`src/rtl/ledda_ctrl.sv`:
```
// Shadow-register front end for the iCE40 LEDDA PWM block: the CPU writes a local
// register file at full speed, and a small FSM copies dirty registers into LEDDA.
module ledda_ctrl (
    input  logic       clk,
    input  logic       rst,
    input  logic       en,
    input  logic       we,
    input  logic [3:0] addr,
    input  logic [7:0] dbw,
    output logic [7:0] dbr,
    output logic       ledd_cs,
    output logic       ledd_den,
    output logic [3:0] ledd_addr,
    output logic [7:0] ledd_dat,
    output logic       ledd_exe
);

    // Implemented LEDDA registers: 1,2,3,5,6,8,9,A,B.
    localparam logic [15:0] IMPL_MASK = 16'h0F6E;
    localparam logic [3:0]  CTRL_IDX  = 4'hF;

    typedef enum logic [1:0] {
        ST_IDLE  = 2'd0,
        ST_WRITE = 2'd1,
        ST_GAP   = 2'd2
    } state_t;

    state_t           state_reg, state_next;
    logic [15:0][7:0] shadow_bus;
    logic [15:0]      dirty_reg, dirty_next;
    logic [15:0]      wr_onehot, clr_onehot;
    logic             req_reg, req_next;
    logic             auto_reg, run_reg;
    logic             wr_en, wr_impl, wr_ctrl;
    logic             any_dirty, load_out, busy;
    logic [3:0]       sel_idx;

    assign wr_en     = en & we;
    assign wr_impl   = wr_en & IMPL_MASK[addr];
    assign wr_ctrl   = wr_en & (addr == CTRL_IDX);
    assign wr_onehot = wr_impl ? (16'd1 << addr) : 16'd0;
    assign any_dirty = |dirty_reg;
    assign busy      = (state_reg != ST_IDLE);

    genvar gi;
    generate
        for (gi = 0; gi < 16; gi = gi + 1) begin : g_shadow
            if (IMPL_MASK[gi]) begin : g_impl
                localparam logic [7:0] RST_VAL = (gi == 8) ? 8'h80 : 8'h00;
                logic [7:0] data_reg;
                always_ff @(posedge clk or negedge rst) begin
                    if (!rst) begin
                        data_reg <= RST_VAL;
                    end else if (wr_impl && (addr == 4'(gi))) begin
                        data_reg <= dbw;
                    end
                end
                assign shadow_bus[gi] = data_reg;
            end else begin : g_none
                assign shadow_bus[gi] = 8'h00;
            end
        end
    endgenerate

    // Lowest-indexed dirty register wins.
    always_comb begin
        sel_idx = 4'd0;
        for (int i = 15; i >= 0; i--) begin
            if (dirty_reg[i]) begin
                sel_idx = 4'(i);
            end
        end
    end

    always_ff @(posedge clk or negedge rst) begin
        if (!rst) begin
            state_reg <= ST_IDLE;
        end else begin
            state_reg <= state_next;
        end
    end

    always_comb begin
        state_next = state_reg;
        case (state_reg)
            ST_IDLE:  if (req_reg && any_dirty) state_next = ST_WRITE;
            ST_WRITE: state_next = ST_GAP;
            ST_GAP:   state_next = any_dirty ? ST_WRITE : ST_IDLE;
            default:  state_next = ST_IDLE;
        endcase
    end

    // Strobe fields are loaded on the edge entering WRITE so cs rises with the state.
    // A CPU write landing on that same edge re-sets the dirty bit (set wins).
    always_comb begin
        load_out   = (state_next == ST_WRITE);
        clr_onehot = load_out ? (16'd1 << sel_idx) : 16'd0;
        dirty_next = (dirty_reg & ~clr_onehot) | wr_onehot;
        req_next   = (req_reg & !((state_reg == ST_IDLE) && any_dirty))
                   | (wr_impl & auto_reg)
                   | (wr_ctrl & dbw[0]);
    end

    always_ff @(posedge clk or negedge rst) begin
        if (!rst) begin
            dirty_reg <= IMPL_MASK;
            req_reg   <= 1'b1;
            auto_reg  <= 1'b0;
            run_reg   <= 1'b1;
        end else begin
            dirty_reg <= dirty_next;
            req_reg   <= req_next;
            if (wr_ctrl) begin
                auto_reg <= dbw[1];
                run_reg  <= dbw[2];
            end
        end
    end

    always_ff @(posedge clk or negedge rst) begin
        if (!rst) begin
            ledd_cs   <= 1'b0;
            ledd_den  <= 1'b0;
            ledd_addr <= 4'd0;
            ledd_dat  <= 8'h00;
        end else begin
            ledd_cs  <= load_out;
            ledd_den <= load_out;
            if (load_out) begin
                ledd_addr <= sel_idx;
                ledd_dat  <= shadow_bus[sel_idx];
            end
        end
    end

    assign ledd_exe = run_reg;

    always_comb begin
        if (addr == CTRL_IDX) begin
            dbr = {4'b0000, auto_reg, run_reg, req_reg, busy};
        end else begin
            dbr = shadow_bus[addr];
        end
    end

endmodule

```
`config.mk`:
```
export PLATFORM = sky130hd
export DESIGN_NAME = ledda_ctrl
export DESIGN_NICKNAME = d
export VERILOG_FILES = /design/src/rtl/ledda_ctrl.sv
export SDC_FILE = /design/constraint.sdc
export NUM_CORES = 1
export LEC_CHECK = 0
export CAP_MARGIN = 20
export CORE_ASPECT_RATIO = 0.8
export CORE_MARGIN = 2
export CORE_UTILIZATION = 59
export CTS_CLUSTER_DIAMETER = 40
export DETAILED_ROUTE_END_ITERATION = 10
export PLACE_DENSITY = 0.9
export SKIP_CTS_REPAIR_TIMING = 1
export SLEW_MARGIN = 30
export SYNTH_ARGS = -nofsm -noshare
export SYNTH_HDL_FRONTEND = slang
export SYNTH_SLANG_ARGS = --single-unit
```
`constraint.sdc`:
```
create_clock -name clk -period 2.9 [get_ports clk]
set_clock_uncertainty 0.2 [all_clocks]
set_input_delay 0.58 -clock clk [delete_from_list [all_inputs] [get_ports clk]]
set_output_delay 0.58 -clock clk [all_outputs]
set_load 0.05 [all_outputs]
```
==> results of run 1 <==
-- cell type report --
class	instances	area, sq um	area share
multi-input combinational	322	2840	0.400
sequential	106	2670	0.376
timing repair buffer	116	1100	0.155
clock buffer	12	246	0.0348
tap	115	144	0.0203
clock inverter	4	51.3	0.00723
inverter	12	45.0	0.00635
-- layer usage --
metal / vias to the layer above / part of all wire / global-route usage
met1: 2358 / 0.36 / 0.437
met2: 352 / 0.46 / 0.534
li1: 1967 / - / -
met5: - / 0 / 0
met4: 0 / 0.058 / 0.179
met3: 110 / 0.11 / 0.0971
-- cell families (layout without fill, tap and decap cells) --
group / Yosys count / after routing
muxes: 113 / 113
DFF: 106 / 106
and+or+nand+nor: 106 / 106
AOI/OAI and AO/OA: 99 / 99
buffers and inverters: 34 / 144
adders and majority gates: 4 / 4
-- worst paths after layout --
check | depth (start not counted) | start | slack [ns] | end
max | 8 | dirty_reg[5] | -0.02 | ledd_dat[6]
min | 1 | state_reg[1] | 0.27 | state_reg[1]
max reg2reg | 8 | dirty_reg[5] | -0.02 | ledd_dat[6]
min reg2reg | 1 | state_reg[1] | 0.27 | state_reg[1]
max in group asynchronous | 3 | rst | 1.33 | g_shadow[1].g_impl.data_reg[6]
min in group asynchronous | 2 | rst | 0.52 | ledd_addr[3]
-- critical path, stage by stage (launching register included) --
cell      delay, ns
dfstp_2        0.59
inv_1          0.09
a221oi_4       0.34
o211ai_2       0.22
a21oi_4        0.20
buf_4          0.19
mux2_2         0.35
a222oi_1       0.42
o221ai_1       0.17
-- placed cells by master (no fill, tap or decap), types with 6 or more instances in the layout --
cell type,n
mux2_2,94
dfrtp_1,94
buf_4,72
nand2_1,36
clkdlybuf4s50_1,26
nor2_1,22
o21ai_0,16
nand3_1,15
a222oi_1,13
inv_1,12
dfstp_2,12
buf_12,12
mux2i_1,9
clkbuf_16,9
a21oi_1,8
mux4_2,8
nor2b_1,6
-- per-stage QoR --
step,total power [uW],utilization,hold slack [ns],area [sq um]
after CTS,5740,0.771,-0.0173,6970
after global routing,6070,0.785,0.300,7090
after floorplan,3550,-,0.0844,5590
after global placement,4370,0.738,0.246,6670
final,5900,0.785,0.267,7090
after detailed placement,4480,0.738,0.249,6670
-- power by group --
group	internal (uW)	leakage [uW]	total, uW	switching, uW
Sequential	1780	0.00137	2040	258
Combinational	1090	0.00167	2610	1520
Clock	696	0.000143	1250	555
==> results.yml, run 1 <==
outcome:
  violations: "setup timing"
  status: "finished, violations left"
sta:
  max_freq_mhz: 343
  fin_ws_ns: -0.0181
  relSlewSlack: 0.551
  hold_viol: 0
  rsz0062_at_grt: "yes"
  post-route-period-util: 1.01
  setup_viol: 1
  finalSetupTns_ns: -0.0181
  worstMarginPinSlew_ns: 0.667
  slew_violations: 0
  finalCriticalPeriod_ns: 2.92
final_layout:
  nFillCells: 512
  area_growth_pct: 29.3
  antenna_cells: 0
  nNetsFinal: 587
  final_cells: 687
  largest_register_ffs: 72
  layout-drive-gt1-share: 0.432
yosys:
  synth_mux_area_frac: 0.248
  synth_edf_count: 0
  synth_area_leaders: "dfrtp_1, mux2_2, dfstp_2, mux4_2, nand2_1"
  synth_top_family_by_area: "multiplexers"
  synthArstFlopShare: 1.00
  synth_xor_area_frac: 0
  avgSynthCellArea_sq_um: 11.9
  synth-simple-area-share: 0.0926
  synthAdderAreaFrac: 0.00913
  ys_seq_area_frac: 0.486
  netlist_top_cells_count: "dfrtp_1, mux2_2, nand2_1"
  synth-main-ff-cell: "dfrtp_1"
  ys_warn_count: 0
  ys_seq_elements: 106
  ys_types: 54
  post-synth-top-area-cell: "dfrtp_1"
  synth.cell_area_sq_um: 5480
  synth-compound-area-share: 0.137
  synth_top_area_frac: 0.429
  synth_cells: 462
  syn_nets: 482
route:
  drt_iter0_drc: 602
  via_count: 4787
  detail_route.wirelength_um: 17200
  dr.pass1.iters: 7
  drc: 0
  avgRoutedWirePerCell_um: 25.1
  routed_via_density: 6.97
  ant_nets: 0
global_routing:
  grt_pass1_vias: 4879
  antenna_found_initial: 0
  grt_start_max_net_pins: 41
  grt_pass1_wl_um: 26500
  grt-ovfl-total: 0
  grt.total_usage: 0.342
floorplanning:
  io_pins: 39
  chipHeight_um: 90.2
  rows: 31
  die_w_um: 112
  core-area_sq_um: 9040
  dieArea_sq_um: 10100
  initial_core_util: 0.607
placement:
  gp_congestion: 0.963
  place_inst: 665
  dpl.hpwl_um: 11600
  dp_worst_setup_slack_ns: -0.500
  io_buffer_count: 38
worst_setup_path:
  worst_setup_path_start_kind: "flip-flop"
  critical_path_class: "reg -> reg"
  crit_fanout: 8
  required_ns: 2.91
  critical_path_arrival_ns: 2.93
  cp-end-kind: "flip-flop"
cts:
  cts-root-buf: "clkbuf_16"
  cts_tree: "done"
  cts_buffers: 9
  clk_latency_ns: 0.36
  clock-sinks: 106
  clk_pin_slew_ns: 0.07
  cts_buffer_depth: 2
  htree_levels: 3
power:
  power_density_nw_per_um2: 832
  peakVddDrop_mv: 0.553
  leakage_uw: 0.00318
flow_run:
  maxCapViolations: 0
hold_path:
  hold_path.class: "reg -> reg"
(Power assumes the default switching activity.)
==> inputs of run 2 (changes only) <==
--- a/config.mk
+++ b/config.mk
@@ -7,10 +7,11 @@
 export LEC_CHECK = 0
 export CAP_MARGIN = 20
 export CORE_ASPECT_RATIO = 0.8
-export CORE_MARGIN = 2
+export CORE_MARGIN = 5
 export CORE_UTILIZATION = 59
 export CTS_CLUSTER_DIAMETER = 40
 export DETAILED_ROUTE_END_ITERATION = 10
+export GPL_ROUTABILITY_DRIVEN = 0
 export PLACE_DENSITY = 0.9
 export SKIP_CTS_REPAIR_TIMING = 1
 export SLEW_MARGIN = 30
==> run 2 against run 1 <==
Effect of this change: the flow now finishes without violations; cell count decreased by 0.44%; die area is 12% higher; sequential power barely moved; combinational power grew 2%; critical path type is now in -> out; largest cell class unchanged.
==> results.yml, run 2 (synthesized netlist as in run 1, its figures left out) <==
power:
  leakage_uw: 0.00316
  p_clk_frac: 0.214
  pwr-share-seq: 0.341
  p_comb_frac: 0.445
  swShare: 0.393
  power.switching_uw: 2350
  p_int_uw: 3620
  power_density_nw_per_um2: 848
  peakVddDrop_mv: 0.874
global_routing:
  grt-ovfl-total: 0
  grt.total_usage: 0.313
  grt_start_max_net_pins: 64
  antenna_found_initial: 0
  grt_pass1_wl_um: 27200
  grt_pass1_vias: 5027
route:
  drc: 0
  detail_route.wirelength_um: 17600
  drt_iter0_drc: 595
  avgRoutedWirePerCell_um: 25.7
  dr.pass1.iters: 6
  ant_nets: 0
  routed_via_density: 7.11
  via_count: 4865
worst_setup_path:
  cp_slowest_cell: "clkdlybuf4s50_1"
  required_ns: 2.12
  slowest_delay_ns: 0.39
  critical_path_arrival_ns: 2.09
  path_buf_inv: 4
  critical_path_class: "in -> out"
  worstPathCellList: "clkdlybuf4s50_1 -> buf_4 -> buf_4 -> nor2b_1 -> o22a_1 -> a31oi_4 -> buf_12"
  cp-end-kind: "primary output"
  crit_fanout: 10
  cp_common_cell: "buf_4"
  critPathTopFamily: "buffers and inverters"
  worst_setup_path_start_kind: "input pin"
final_layout:
  layout_commonest_cell: "dfrtp_1"
  area_growth_pct: 28.5
  design_area_sq_um: 7050
  layout-drive-gt1-share: 0.420
  finish.utilization: 0.777
  antenna_cells: 0
  final_cell_mix: "dfrtp_1, mux2_2, buf_4"
  largest_register_ffs: 72
  nNetsFinal: 584
hold_path:
  hold_path.class: "in -> async"
cts:
  cts_buffers: 9
  clk_pin_slew_ns: 0.07
  cts_tree: "done"
  clock-sinks: 106
  htree_levels: 3
  cts_buffer_depth: 2
  clk_latency_ns: 0.35
  cts-root-buf: "clkbuf_16"
placement:
  placed_area_sq_um: 6640
  io_buffer_count: 38
  dpl.hpwl_um: 11700
floorplanning:
  rows: 31
  dieArea_sq_um: 11300
  core-area_sq_um: 9080
  initial_core_util: 0.604
  io_pins: 39
  chipHeight_um: 96.2
  die_w_um: 118
sta:
  relSlewSlack: 0.449
  max_freq_mhz: 348
  finalCriticalPeriod_ns: 2.87
  hold_viol: 0
  slew_violations: 0
  rsz0062_at_grt: "yes"
  finalSetupTns_ns: 0
  setup_viol: 0
  post-route-period-util: 0.990
  worstMarginPinSlew_ns: 0.826
outcome:
  status: "finished, final reports clean"
flow_run:
  maxCapViolations: 0
run 2: cell count changes in the layout (fill, tap and decap cells not counted), sizes merged:
cell | before | now
buf | 86 | 85
clkbuf | 13 | 14
clkinv | 1 | 0
dlygate4sd3 | 1 | 0
dlymetal6s2s | 2 | 1
run 2: through the flow:
stage / power [uW] / hold slack, ns / setup WS, ns / cells
floorplan: 3550 / 0.0844 / -0.0751 / 462
global placement: 4410 / 0.245 / -0.412 / 661
detailed placement: 4550 / 0.254 / -0.465 / 661
CTS: 5840 / 0.150 / -0.462 / 677
global route: 6170 / 0.192 / -0.0392 / 684
finish: 5970 / 0.107 / 0.0278 / 684
run 2: power groups by stage:
stage	sequential, uW	combinational [uW]	clock [uW]
final	2040	2660	1280
after global routing	2070	2750	1350
after CTS	2020	2540	1280
after detailed placement	2040	2510	0
after global placement	2010	2400	0
after floorplan	2180	1370	0
run 2: path summary, 6_finish.rpt:
path / start / slack (ns) / cells past startpoint / end
max: addr[3] / 0.03 / 7 / dbr[6]
min: rst / 0.11 / 1 / dirty_reg[15]
max reg2reg: dirty_reg[5] / 0.05 / 8 / ledd_dat[5]
min reg2reg: state_reg[1] / 0.27 / 1 / state_reg[1]
max in group asynchronous: rst / 1.65 / 2 / g_shadow[9].g_impl.data_reg[4]
min in group clk: state_reg[1] / 0.27 / 1 / state_reg[1]
run 2: layout make-up:
| type | count | area, sq um |
|---|---|---|
| Clock buffer | 13 | 260 |
| Inverter | 12 | 45.0 |
| Multi-Input combinational cell | 322 | 2810 |
| Fill cell | 536 | 2030 |
| Clock inverter | 3 | 46.3 |
| Tap cell | 115 | 144 |
| Sequential cell | 106 | 2670 |
| Timing Repair Buffer | 113 | 1070 |
run 2: layer usage:
layer | part of all wire | up-vias | track usage
li1 | - | 1960 | -
met1 | 0.37 | 2404 | 0.382
met2 | 0.46 | 392 | 0.497
met3 | 0.11 | 109 | 0.0887
met4 | 0.061 | 0 | 0.198
met5 | 0 | - | 0
run 2: worst register-to-register path, cell delays in order, from the launching register on:
cell and delay (ns):
dfstp_2 0.59, inv_1 0.07, a221oi_2 0.32, o211ai_2 0.20, a21oi_4 0.20, buf_12 0.18, mux2_2 0.37, a222oi_1 0.40
o221ai_1 0.18
==> inputs of run 3 (changes only) <==
--- a/config.mk
+++ b/config.mk
@@ -7,11 +7,9 @@
 export LEC_CHECK = 0
 export CAP_MARGIN = 20
 export CORE_ASPECT_RATIO = 0.8
-export CORE_MARGIN = 5
 export CORE_UTILIZATION = 59
 export CTS_CLUSTER_DIAMETER = 40
 export DETAILED_ROUTE_END_ITERATION = 10
-export GPL_ROUTABILITY_DRIVEN = 0
 export PLACE_DENSITY = 0.9
 export SKIP_CTS_REPAIR_TIMING = 1
 export SLEW_MARGIN = 30
==> run 3 against run 2 <==
Effect of this change: first-iteration DRC count up 9.4%; utilization shrank 0.33 points; final area decreased by 0.85%; critical path depth is 1 lower; largest cell class unchanged; highest routed layer unchanged.
==> results.yml, run 3 (synthesized netlist as in run 1, its figures left out) <==
floorplanning:
  dieArea_sq_um: 9690
  chipHeight_um: 88.2
  rows: 31
  core-area_sq_um: 9040
  io_pins: 39
  initial_core_util: 0.607
  die_w_um: 110
placement:
  io_buffer_count: 38
  dpl.hpwl_um: 11600
  gp_congestion: 0.933
  dp_worst_setup_slack_ns: -0.534
  placed_area_sq_um: 6600
worst_setup_path:
  worst_setup_path_start_kind: "input pin"
  critical_path_class: "in -> out"
  critical_path_arrival_ns: 2.08
  reg2reg_depth: 8
  cp-end-kind: "primary output"
  required_ns: 2.12
  crit_fanout: 11
cts:
  cts_tree: "done"
  cts_buffers: 9
  clk_latency_ns: 0.35
  cts-root-buf: "clkbuf_16"
  clock-sinks: 106
  htree_levels: 3
  cts_buffer_depth: 2
  clk_pin_slew_ns: 0.07
sta:
  post-route-period-util: 0.987
  setup_viol: 0
  fin_hold_ws_ns: 0.0381
  worstMarginPinSlew_ns: 0.696
  slew_violations: 0
  finalSetupTns_ns: 0
  fin_ws_ns: 0.0372
  hold_viol: 0
  max_freq_mhz: 349
  rsz0062_at_grt: "yes"
  finalCriticalPeriod_ns: 2.86
  relSlewSlack: 0.535
global_routing:
  grt_start_max_net_pins: 60
  grt.total_usage: 0.361
  antenna_found_initial: 0
  grt_pass1_wl_um: 25500
  grt-ovfl-total: 0
  grt_pass1_vias: 4696
power:
  power.switching_uw: 2310
  swShare: 0.397
  p_clk_frac: 0.213
  power_density_nw_per_um2: 832
  leakage_uw: 0.00313
  p_int_uw: 3510
  p_comb_frac: 0.437
  pwr-share-seq: 0.350
  power.total_uw: 5810
  peakVddDrop_mv: 0.983
route:
  detail_route.wirelength_um: 17100
  dr.pass1.iters: 7
  drc: 0
  ant_nets: 0
  avgRoutedWirePerCell_um: 25.3
  drt_iter0_drc: 651
  routed_via_density: 7.14
  via_count: 4819
final_layout:
  design_area_sq_um: 6990
  final_cell_mix: "mux2_2, dfrtp_1, buf_4"
  nNetsFinal: 575
  antenna_cells: 0
  largest_register_ffs: 72
  layout-drive-gt1-share: 0.427
  area_growth_pct: 27.4
flow_run:
  maxCapViolations: 0
outcome:
  status: "finished, final reports clean"
hold_path:
  hold_path.class: "in -> async"
run 3: final timing paths:
check,startpoint,slack [ns],endpoint
worst max register to register,dirty_reg[5],0.08,ledd_dat[3]
worst min register to register,state_reg[1],0.27,state_reg[1]
worst min-delay path,rst,0.04,g_shadow[3].g_impl.data_reg[5]
min in group clk,state_reg[1],0.27,state_reg[1]
max in group asynchronous,rst,1.68,req_reg
worst max-delay path,addr[1],0.04,dbr[3]
run 3: layout make-up:
cell class | instances | area [sq um]
repair buffers | 104 | 1000
inverters | 12 | 45.0
fillers | 525 | 2050
flip-flops and latches | 106 | 2670
well taps | 115 | 144
multi-input cells | 322 | 2830
clock inverters | 7 | 76.3
clock buffers | 9 | 225
run 3: worst max-delay path: stages:
cell and delay, ns:
clkbuf_4 0.17, buf_6 0.21, mux4_2 0.53, a21oi_1 0.26, o221ai_4 0.15, buf_12 0.18
run 3: metrics by stage:
stage               utilization  cells
floorplan                     -    462
detailed placement        0.731    659
global placement          0.731    659
finish                    0.773    675
global route              0.773    675
CTS                       0.764    675
run 3: metal layers:
metal | global-route usage | vias to the layer above | share of wire
met5 | 0 | - | 0
met2 | 0.574 | 390 | 0.47
met4 | 0.192 | 0 | 0.066
met3 | 0.0655 | 134 | 0.095
met1 | 0.478 | 2352 | 0.37
li1 | - | 1943 | -
run 3: power groups by stage:
stage / clock network (uW) / registers [uW] / logic [uW]
after floorplan: 0 / 2180 / 1370
after global placement: 0 / 2010 / 2360
after detailed placement: 0 / 2040 / 2430
final: 1240 / 2030 / 2540
after CTS: 1250 / 2010 / 2450
after global routing: 1300 / 2070 / 2650
